--- config.mk ---
export PLATFORM = sky130hd
export DESIGN_NAME = obuf_drain
export DESIGN_NICKNAME = d
export VERILOG_FILES = /design/src/rtl/ej32_pkg.sv /design/src/rtl/obuf_drain.sv
export SDC_FILE = /design/constraint.sdc
export NUM_CORES = 1
export LEC_CHECK = 0
export CAP_MARGIN = 20
export CORE_MARGIN = 1
export CORE_UTILIZATION = 41
export DETAILED_ROUTE_END_ITERATION = 6
export PLACE_DENSITY = 0.74
export SLEW_MARGIN = 20
export SYNTH_ARGS = -nofsm -noshare
export SYNTH_HDL_FRONTEND = slang
export SYNTH_SLANG_ARGS = --single-unit
--- constraint.sdc ---
create_clock -name clk -period 3 [get_ports clk]
set_input_delay 0.45 -clock clk [delete_from_list [all_inputs] [get_ports clk]]
set_output_delay 0.45 -clock clk [all_outputs]
set_load 0.03 [all_outputs]
--- src/rtl/ej32_pkg.sv ---
// eJ32 shared definitions: memory map constants and the OBUF drain FSM states.
// Imported by obuf_drain, dict_setup and the testbench.
package ej32_pkg;

  localparam int unsigned ASZ_DEF   = 17;
  localparam int unsigned OBUF_BASE = 'h1400;
  localparam int unsigned OBUF_SIZE = 'h600;

  typedef enum logic [2:0] {
    dIDLE,
    dREQ,
    dRD,
    dWAIT,
    dSEND,
    dDONE
  } drain_st_t;

endpackage

--- src/rtl/obuf_drain.sv ---
// OBUF drain: reads the output buffer over the byte bus and streams it
// onto a valid/ready channel, releasing the bus while the sink stalls.
module obuf_drain
  import ej32_pkg::*;
#(
  parameter int unsigned ASZ  = ASZ_DEF,
  parameter int unsigned OBUF = OBUF_BASE,
  parameter int unsigned OBSZ = OBUF_SIZE
) (
  input  logic           clk,
  input  logic           rst,
  input  logic           start,
  input  logic [ASZ-1:0] len,
  output logic           bus_req,
  input  logic           bus_gnt,
  output logic [ASZ-1:0] mem_a,
  output logic           mem_re,
  input  logic [7:0]     mem_d,
  output logic [7:0]     tx_data,
  output logic           tx_valid,
  input  logic           tx_ready,
  output logic           busy,
  output logic           done
);

  localparam logic [ASZ-1:0] BASE = ASZ'(OBUF);
  localparam logic [ASZ-1:0] SIZE = ASZ'(OBSZ);
  localparam logic [ASZ-1:0] LAST = ASZ'(OBSZ - 1);
  localparam logic [ASZ-1:0] ONE  = ASZ'(1);

  drain_st_t      st;
  logic [ASZ-1:0] idx;
  logic [ASZ-1:0] cnt;
  logic           rd_q;

  // A grant lost during RD must not leave a read strobe on the bus.
  assign mem_re = rd_q & bus_gnt;

  always_ff @(posedge clk) begin
    if (rst) begin
      st       <= dIDLE;
      idx      <= '0;
      cnt      <= '0;
      rd_q     <= 1'b0;
      bus_req  <= 1'b0;
      mem_a    <= '0;
      tx_data  <= '0;
      tx_valid <= 1'b0;
      busy     <= 1'b0;
      done     <= 1'b0;
    end else begin
      done <= 1'b0;
      unique case (st)
        dIDLE: begin
          if (start) begin
            idx  <= '0;
            busy <= 1'b1;
            if (len == '0) begin
              cnt  <= '0;
              st   <= dDONE;
              done <= 1'b1;
            end else begin
              cnt     <= (len > SIZE) ? SIZE : len;
              st      <= dREQ;
              bus_req <= 1'b1;
            end
          end
        end
        dREQ: begin
          if (bus_gnt) begin
            st    <= dRD;
            rd_q  <= 1'b1;
            mem_a <= BASE + idx;
          end
        end
        dRD: begin
          rd_q  <= 1'b0;
          mem_a <= '0;
          if (!bus_gnt) begin
            st <= dREQ;
          end else begin
            st      <= dWAIT;
            bus_req <= 1'b0;
          end
        end
        dWAIT: begin
          tx_data  <= mem_d;
          tx_valid <= 1'b1;
          st       <= dSEND;
        end
        dSEND: begin
          if (tx_ready) begin
            tx_valid <= 1'b0;
            cnt      <= cnt - ONE;
            idx      <= (idx == LAST) ? '0 : idx + ONE;
            if (cnt == ONE) begin
              st   <= dDONE;
              done <= 1'b1;
            end else begin
              st      <= dREQ;
              bus_req <= 1'b1;
            end
          end
        end
        dDONE: begin
          st   <= dIDLE;
          busy <= 1'b0;
        end
        default: st <= dIDLE;
      endcase
    end
  end

endmodule

==> flow_summary.ini, run 1 <==
[sta]
setup_tns_ns = 0
rsz0062_at_grt = no
slew_viol_final = 0
fin_worst_skew_ns = 0.00913
whs_ns = 0.481
tightest_slew_ns = 0.726
hold_violations = 0
setup_viol = 0
timing.final.ws_setup_ns = 0.678
fmaxAchievable_mhz = 431
slew_headroom_pct = 51.6
min_period_ns = 2.32
fin_crit_sh_pct = 77.4

[power]
p_comb_share_pct = 14.0
leakage_nw = 1.49
power_frac_clock_pct = 38.0
seqPwrFrac_pct = 48.0
switchingPower_mw = 0.526
powerDensity_nw_per_um2 = 469
p_int_mw = 1.44
switching_share_pct = 26.8
vdd_drop_max_mv = 0.229

[cells_and_area]
areaGrowthSynthToFinish_pct = 24.8
num_antenna_cells = 0
fin_util_pct = 53.6
drive_gt1_share_pct = 6.15
finalInstanceArea_um2 = 4180
finalNetCount = 485

[synth]
syn-mean-instance-area_um2 = 8.38
seq_area_frac_synth_pct = 40.0
synth_nets = 435
yosysWarnings = 0
synth.distinct_cells = 59
synthFlopType = dfxtp_1
ys_async_sr_fraction_pct = 0
synth-seq-cells = 67
synthCells = 400
netlist_area_um2 = 3350
synth-edff-count = 0

[setup_path]
crit_path_start_kind = input port
crit_fanout = 7
critPathBufInv = 2
end_kind = output port
slowest_delay_ns = 0.67
path_cells = clkdlybuf4s50_1 > and2_1 > clkdlybuf4s50_1
worstSetupPathType = in2out
cpLargestDelayFamily = buffers and inverters
crit_slowest_cell = clkdlybuf4s50_1
arrival_ns = 1.87
critPathMostFrequentCell = clkdlybuf4s50_1
required_ns = 2.55

[detailed_routing]
drc = 0
dr_total_vias = 3142
via_per_inst = 5.64
drtIter0Drc = 204
wl_per_cell_um = 14.5
ant_nets = 0
wl_um = 8050
first_pass_iters = 5

[floorplan]
initial_utilization_pct = 42.9
dieArea_um2 = 8540
ioPinCount = 60
die_height_um = 92.4
num_rows = 32
die_w_um = 92.4
coreArea_um2 = 7810

[cts]
cts_buffer_depth = 2
cts_buffers = 9
cts_resized = 0
clock_sinks = 67
clk_pin_slew_ns = 0.07
clkLatencyLatePin_ns = 0.34
cts_hold_buf = 0
h-tree-depth = 3
post_cts_buffers = 0
cts_tree = done
cts-root-buf = clkbuf_8

[placement]
place_hpwl_um = 5640
gp_congestion = 0.866
detailedPlace.worstSlack_ns = 0.400
placed_area_um2 = 3990
portBuffers = 59

[run_status]
status = finished clean

[global_routing]
grt.total_usage_pct = 20.6
grt_pass1_wl_um = 14000
grt_pass1_vias = 3033
grt_max_degree = 50
grt_overflow = 0
antenna_found_initial = 0

[min_path]
min_path_type = reg2reg

[flow_run]
maxCapViolations = 0
## placed cells by master, fill, tap and decap left out, types with 10 or more instances in the layout
master | Yosys | routed
dfxtp_1 | 67 | 67
nor2_1 | 60 | 60
clkdlybuf4s50_1 | 0 | 58
nand2_1 | 25 | 25
a21oi_1 | 23 | 23
a22oi_1 | 18 | 18
o21ai_0 | 17 | 17
nand3_1 | 14 | 14
xor2_1 | 13 | 13
nor3_1 | 11 | 11
mux2i_1 | 10 | 10
xnor2_1 | 10 | 10
clkbuf_8 | 0 | 10
## flip-flops by register name, summed over array words and instances, names as in the netlist
signal	count
bus_req	1
busy	1
cnt	17
done	1
idx	17
mem_a	17
rd_q	1
st	3
tx_data	8
tx_valid	1
## metrics by stage
stage | power [mW] | cells
floorplan | 1.13 | 400
global route | 2.05 | 557
CTS | 1.97 | 557
global placement | 1.23 | 541
finish | 1.96 | 557
detailed placement | 1.23 | 541
## cells by family (layout without fill, tap and decap cells)
kind of cell | count (synthesis) | after routing | share of synthesized area, %
AOI/OAI and AO/OA | 94 | 94 | 19.4
xor gates and xnor gates | 23 | 23 | 6.01
and+or+nand+nor | 167 | 167 | 25.3
muxes | 10 | 10 | 2.99
buffers and inverters | 34 | 89 | 4.44
adders and majority gates | 5 | 5 | 1.87
DFF | 67 | 67 | 40.0
## worst reg2reg max path, stage by stage, from the launching register on
cell,delay [ns]
dfxtp_1,0.47
or2_2,0.44
nor2_1,0.41
nand3_1,0.30
o311ai_0,0.37
o41ai_1,0.13
## Yosys cell counts, drive strengths merged (5+ instances only)
master	n	share of area, %
inv	8	0.90
ha	5	1.9
a21oi	23	3.4
o21ai	18	3.0
a22oi	18	4.0
o211ai	6	1.3
nand2b	6	1.1
nand2	25	2.8
clkbuf	17	2.0
mux2i	10	3.0
and3	6	1.1
nor2	60	6.7
xor2	13	3.4
or4	5	1.1
and2	7	1.4
buf	8	1.5
dfxtp	67	40
nor3	11	1.6
nor4	7	1.7
nand3	14	2.1
xnor2	10	2.6
nand4	8	1.5
## power by group through the flow
| stage | logic [mW] | clock network (mW) | registers [mW] |
|---|---|---|---|
| 2_1_floorplan | 0.168 | 0 | 0.964 |
| 3_3_place_gp | 0.265 | 0 | 0.960 |
| 3_5_place_dp | 0.269 | 0 | 0.961 |
| 4_1_cts | 0.273 | 0.760 | 0.941 |
| 5_1_grt | 0.301 | 0.804 | 0.945 |
| 6_report | 0.274 | 0.746 | 0.942 |
## area by class of cell
class,instances,area [um2]
repair buffers,64,623
clock inverters,4,50.0
multi-input cells,299,1860
flip-flops and latches,67,1340
fillers,733,3620
inverters,9,33.8
clock buffers,12,145
well taps,102,128
## metal layers
metal / vias to the layer above / part of all wire (%) / global-route usage, %
li1: 1555 / - / -
met1: 1480 / 47 / 26.4
met2: 97 / 46 / 33.3
met3: 10 / 5.1 / 4.35
met4: 0 / 1.6 / 8.85
met5: - / 0 / 0
## path summary, 6_finish.rpt
check | start | endpoint | slack [ns] | cells past startpoint
setup / recovery | bus_gnt | mem_re | 0.68 | 3
hold / removal | busy$_SDFFE_PP0P_ | busy$_SDFFE_PP0P_ | 0.48 | 2
setup reg to reg | st[0]$_SDFFE_PP0P_ | cnt[10]$_SDFFE_PP0P_ | 0.74 | 5
hold reg to reg | busy$_SDFFE_PP0P_ | busy$_SDFFE_PP0P_ | 0.48 | 2
Note: power is estimated with default switching activity, not from simulation.
==> run 2: changes to the inputs <==
--- a/config.mk
+++ b/config.mk
@@ -9,7 +9,7 @@
 export CORE_MARGIN = 1
 export CORE_UTILIZATION = 41
 export DETAILED_ROUTE_END_ITERATION = 6
-export PLACE_DENSITY = 0.74
+export PLACE_DENSITY = 0.76
 export SLEW_MARGIN = 20
 export SYNTH_ARGS = -nofsm -noshare
 export SYNTH_HDL_FRONTEND = slang
==> constraint.sdc (replaced) <==
create_clock -name clk -period 2.1 [get_ports clk]
set_input_delay 0.315 -clock clk [delete_from_list [all_inputs] [get_ports clk]]
set_output_delay 0.315 -clock clk [all_outputs]
set_load 0.03 [all_outputs]
==> flow_summary.ini, run 2 (synthesis results as in run 1) <==
[sta]
hold_violations = 0
fmaxAchievable_mhz = 486
slew_viol_final = 0
fin_worst_skew_ns = 0.00681
min_period_ns = 2.06
timing.final.ws_setup_ns = 0.0417
slew_headroom_pct = 67.9
tightest_slew_ns = 0.479
setup_viol = 0
fin_crit_sh_pct = 98.0

[setup_path]
path_cells = inv_2 > ha_4 > or4b_4 > or4_4 > and2_4 > o21ai_4 > nor2_1
slowest_delay_ns = 0.46
end_kind = flop
r2r-start = idx[11]$_SDFFE_PP0P_
crit_fanout = 5
rr_endpoint = idx[13]$_SDFFE_PP0P_
ff2ff_path_depth = 7
crit_path_start_kind = flop
crit_slowest_cell = or4b_4
arrival_ns = 2.29
reg2reg_slack_ns = 0.04
required_ns = 2.33
worstSetupPathType = reg2reg

[power]
switching_share_pct = 26.5
vdd_drop_max_mv = 0.372
fin_total_pwr_mw = 2.83
seqPwrFrac_pct = 47.2
p_int_mw = 2.08
powerDensity_nw_per_um2 = 619
power_frac_clock_pct = 36.6
leakage_nw = 1.72
switchingPower_mw = 0.749
p_comb_share_pct = 16.2

[min_path]
hold_end = busy$_SDFFE_PP0P_
min_path_type = reg2reg
min_from = busy$_SDFFE_PP0P_
hold_path_depth = 2

[cts]
h-tree-depth = 3
cts_buffer_depth = 2
clkLatencyLatePin_ns = 0.34
cts-root-buf = clkbuf_8
cts_buffers = 9
clock_sinks = 67
cts_tree = done
clk_pin_slew_ns = 0.07
cts_hold_buf = 0

[cells_and_area]
drive_gt1_share_pct = 16.3
num_antenna_cells = 0
final.fill_count = 724
final_common_cell = dfxtp_1
final_cell_mix = dfxtp_1, nor2_1, clkdlybuf4s50_1
top_regs = cnt x17, idx x17, mem_a x17
areaGrowthSynthToFinish_pct = 36.3
finalNetCount = 530
final_cells = 600

[global_routing]
antenna_found_initial = 0
grt_pass1_wl_um = 14500
grt.total_usage_pct = 21.3
grt_pass1_vias = 3146
grt_max_degree = 24
grt_overflow = 0

[detailed_routing]
dr_total_vias = 3364
wl_um = 8630
via_per_inst = 5.61
drc = 0
ant_nets = 0
wl_per_cell_um = 14.4
first_pass_iters = 5
drtIter0Drc = 273

[floorplan]
dieArea_um2 = 8540
die_height_um = 92.4
die_w_um = 92.4
coreArea_um2 = 7810
ioPinCount = 60
initial_utilization_pct = 42.9
num_rows = 32

[placement]
gp_congestion = 0.860
place_hpwl_um = 6180
numPlacedInstances = 584
portBuffers = 59
detailedPlace.worstSlack_ns = -0.270

[run_status]
status = finished clean

[flow_run]
maxCapViolations = 0
==> run 2: cell count changes in the layout (fill, tap and decap cells not counted), moves of 2 or more <==
cell        delta
buf_4         +44
clkinvlp_4     -2
dfxtp_1        -2
dfxtp_2        +2
nor4_1         -2
==> run 2: power groups by stage <==
stage / clock network [mW] / logic (mW) / registers [mW]
3_5_place_dp: 0 / 0.442 / 1.36
6_report: 1.03 / 0.458 / 1.34
3_3_place_gp: 0 / 0.437 / 1.36
5_1_grt: 1.11 / 0.498 / 1.34
2_1_floorplan: 0 / 0.240 / 1.38
4_1_cts: 1.05 / 0.449 / 1.34
==> run 2: metal layers <==
metal  GRT usage (%)  vias to the layer above  share of wire (%)
li1                -                     1640                  -
met1            27.8                     1592                 45
met2            34.3                      117                 47
met3            3.45                       15                5.4
met4            9.90                        0                2.0
met5               0                        -                  0
==> run 2: worst max-delay path: cells and delay by family (launching register included) <==
kind	cells	cell delay, ns
and+or+nand+nor	4	1.21
DFF	1	0.33
AOI/OAI and AO/OA	1	0.20
adders and majority gates	1	0.13
buffers and inverters	1	0.07
==> run 2: per-stage QoR <==
step	setup TNS, ns	hold WS (ns)	area [um2]	utilization (%)
after floorplan	0	0.446	3350	-
after global placement	-0.985	0.463	4310	55.3
final	0	0.482	4570	58.5
after global routing	-0.0294	0.509	4570	58.5
after CTS	0	0.487	4520	57.8
after detailed placement	-2.27	0.471	4310	55.3
==> run 2: worst max-delay path by stage <==
| stage | startpoint | end | slack (ns) | cells past startpoint |
|---|---|---|---|---|
| global route | idx[11]$_SDFFE_PP0P_ | idx[13]$_SDFFE_PP0P_ | -0.01 | 7 |
| CTS | idx[11]$_SDFFE_PP0P_ | idx[13]$_SDFFE_PP0P_ | 0.007 | 7 |
| global placement | len[4] | cnt[1]$_SDFFE_PP0P_ | -0.14 | 7 |
| floorplan | idx[10]$_SDFFE_PP0P_ | idx[12]$_SDFFE_PP0P_ | 0.05 | 7 |
| detailed placement | len[4] | cnt[1]$_SDFFE_PP0P_ | -0.27 | 7 |
| finish | idx[11]$_SDFFE_PP0P_ | idx[13]$_SDFFE_PP0P_ | 0.04 | 7 |
==> run 2: layout make-up <==
type,count,area (um2),area share (%)
clock inverters,3,40.0,0.876
repair buffers,107,948,20.8
inverters,9,33.8,0.739
well taps,102,128,2.79
flip-flops and latches,67,1340,29.4
multi-input cells,301,1940,42.3
clock buffers,11,141,3.09
==> run 2: repair_timing <==
action	4_1_cts	5_1_grt
pin swaps	1	2
gates resized for setup	2	10
buffers inserted	0	0
setup endpoints to repair	10	19
cloned	1	1
==> run 3: changes to the inputs <==
--- a/config.mk
+++ b/config.mk
@@ -10,6 +10,7 @@
 export CORE_UTILIZATION = 41
 export DETAILED_ROUTE_END_ITERATION = 6
 export PLACE_DENSITY = 0.76
+export RECOVER_POWER = 100
 export SLEW_MARGIN = 20
 export SYNTH_ARGS = -nofsm -noshare
 export SYNTH_HDL_FRONTEND = slang
==> flow_summary.ini, run 3 (synthesis results as in run 1) <==
[run_status]
status = finished clean

[cells_and_area]
areaGrowthSynthToFinish_pct = 35.4
drive_gt1_share_pct = 14.9
final_common_cell = dfxtp_1
finalNetCount = 530
final_cells = 600
final.fill_count = 733
final_cell_mix = dfxtp_1, nor2_1, buf_4
seqCellArea_um2 = 1340
num_antenna_cells = 0
top_regs = cnt x17, idx x17, mem_a x17
fin_util_pct = 58.2
multi_input_area_um2 = 1940

[sta]
min_period_ns = 2.06
fmaxAchievable_mhz = 487
tightest_slew_ns = 0.697
setup_viol = 0
slew_viol_final = 0
timing.final.ws_setup_ns = 0.0448
slew_headroom_pct = 53.6
hold_violations = 0
fin_worst_skew_ns = 0.00290
whs_ns = 0.479
fin_crit_sh_pct = 97.9

[setup_path]
end_kind = flop
arrival_ns = 2.27
worstSetupPathType = reg2reg
r2r-start = idx[11]$_SDFFE_PP0P_
rr_endpoint = idx[7]$_SDFFE_PP0P_
reg2reg_slack_ns = 0.04
crit_fanout = 4
ff2ff_path_depth = 7
required_ns = 2.31
crit_path_start_kind = flop

[detailed_routing]
dr_total_vias = 3372
wl_per_cell_um = 14.4
ant_nets = 0
drtIter0Drc = 260
wl_um = 8630
first_pass_iters = 5
via_per_inst = 5.62
drc = 0

[placement]
gp_congestion = 0.860
place_hpwl_um = 6180
numPlacedInstances = 584
portBuffers = 59
detailedPlace.worstSlack_ns = -0.270

[cts]
cts-root-buf = clkbuf_8
h-tree-depth = 3
cts_buffers = 9
cts_buffer_depth = 2
clk_pin_slew_ns = 0.07
post_cts_buffers = 0
clkLatencyLatePin_ns = 0.34
cts_hold_buf = 0
cts_tree = done
clock_sinks = 67

[floorplan]
ioPinCount = 60
die_w_um = 92.4
dieArea_um2 = 8540
num_rows = 32
coreArea_um2 = 7810
die_height_um = 92.4
initial_utilization_pct = 42.9

[global_routing]
antenna_found_initial = 0
grt_overflow = 0
grt_pass1_vias = 3146
grt_pass1_wl_um = 14500
grt_max_degree = 24
grt.total_usage_pct = 21.3

[min_path]
hold_path_depth = 2
min_from = busy$_SDFFE_PP0P_
hold_end = busy$_SDFFE_PP0P_
min_path_type = reg2reg

[flow_run]
maxCapViolations = 0

[power]
vdd_drop_max_mv = 0.371
powerDensity_nw_per_um2 = 621
leakage_nw = 1.79
[run 3: cell count changes in the layout (fill, tap and decap cells not counted)]
cell / previous run / this run
clkdlybuf4s50_1: 58 / 27
dlygate4sd3_1: 0 / 31
buf_4: 49 / 40
clkbuf_1: 1 / 8
buf_2: 0 / 1
clkbuf_4: 0 / 1
[run 3: area by class of cell]
cell class,count,area share (%)
flip-flops and latches,67,29.6
clock inverters,3,0.882
multi-input cells,301,42.6
well taps,102,2.81
inverters,9,0.744
repair buffers,107,20.2
clock buffers,11,3.11
[run 3: repair_timing]
| item | CTS | global route |
|---|---|---|
| hold endpoints to repair | 0 | 0 |
| endpoints found under the setup margin | 10 | 19 |
| gates cloned | 1 | 1 |
| resized for setup | 2 | 10 |
| pin swaps | 1 | 2 |
[run 3: through the flow]
step | total power [mW] | instance area [um2] | setup TNS [ns]
CTS | 2.83 | 4520 | 0
finish | 2.82 | 4540 | 0
floorplan | 1.62 | 3350 | 0
global route | 2.93 | 4540 | -0.0369
detailed placement | 1.81 | 4310 | -2.27
global placement | 1.80 | 4310 | -0.985
[run 3: worst max-delay path: stages (launching register included)]
cell and delay, ns:
dfxtp_2 0.33, inv_2 0.07, ha_4 0.13, or4b_4 0.46, or4_4 0.46, and2_2 0.24
or2b_1 0.16, a311oi_1 0.08
[run 3: worst max path at each step]
stage	depth (start not counted)	slack, ns	to	startpoint
after floorplan	7	0.05	idx[12]$_SDFFE_PP0P_	idx[10]$_SDFFE_PP0P_
after global placement	7	-0.14	cnt[1]$_SDFFE_PP0P_	len[4]
after detailed placement	7	-0.27	cnt[1]$_SDFFE_PP0P_	len[4]
after CTS	7	0.007	idx[13]$_SDFFE_PP0P_	idx[11]$_SDFFE_PP0P_
after global routing	7	-0.01	idx[13]$_SDFFE_PP0P_	idx[11]$_SDFFE_PP0P_
final	7	0.04	idx[7]$_SDFFE_PP0P_	idx[11]$_SDFFE_PP0P_
[run 3: power breakdown]
group          switching, mW  internal (mW)
Clock                  0.475          0.564
Sequential            0.0312           1.30
Combinational          0.247          0.199
[run 3: per-layer routing]
| metal | wire [um] | share of wire [%] | global-route usage (%) | vias to the layer above |
|---|---|---|---|---|
| li1 | - | - | - | 1638 |
| met1 | 3890 | 45 | 27.8 | 1594 |
| met2 | 4060 | 47 | 34.3 | 122 |
| met3 | 478 | 5.5 | 3.45 | 18 |
| met4 | 207 | 2.4 | 9.90 | 0 |
| met5 | 0 | 0 | 0 | - |
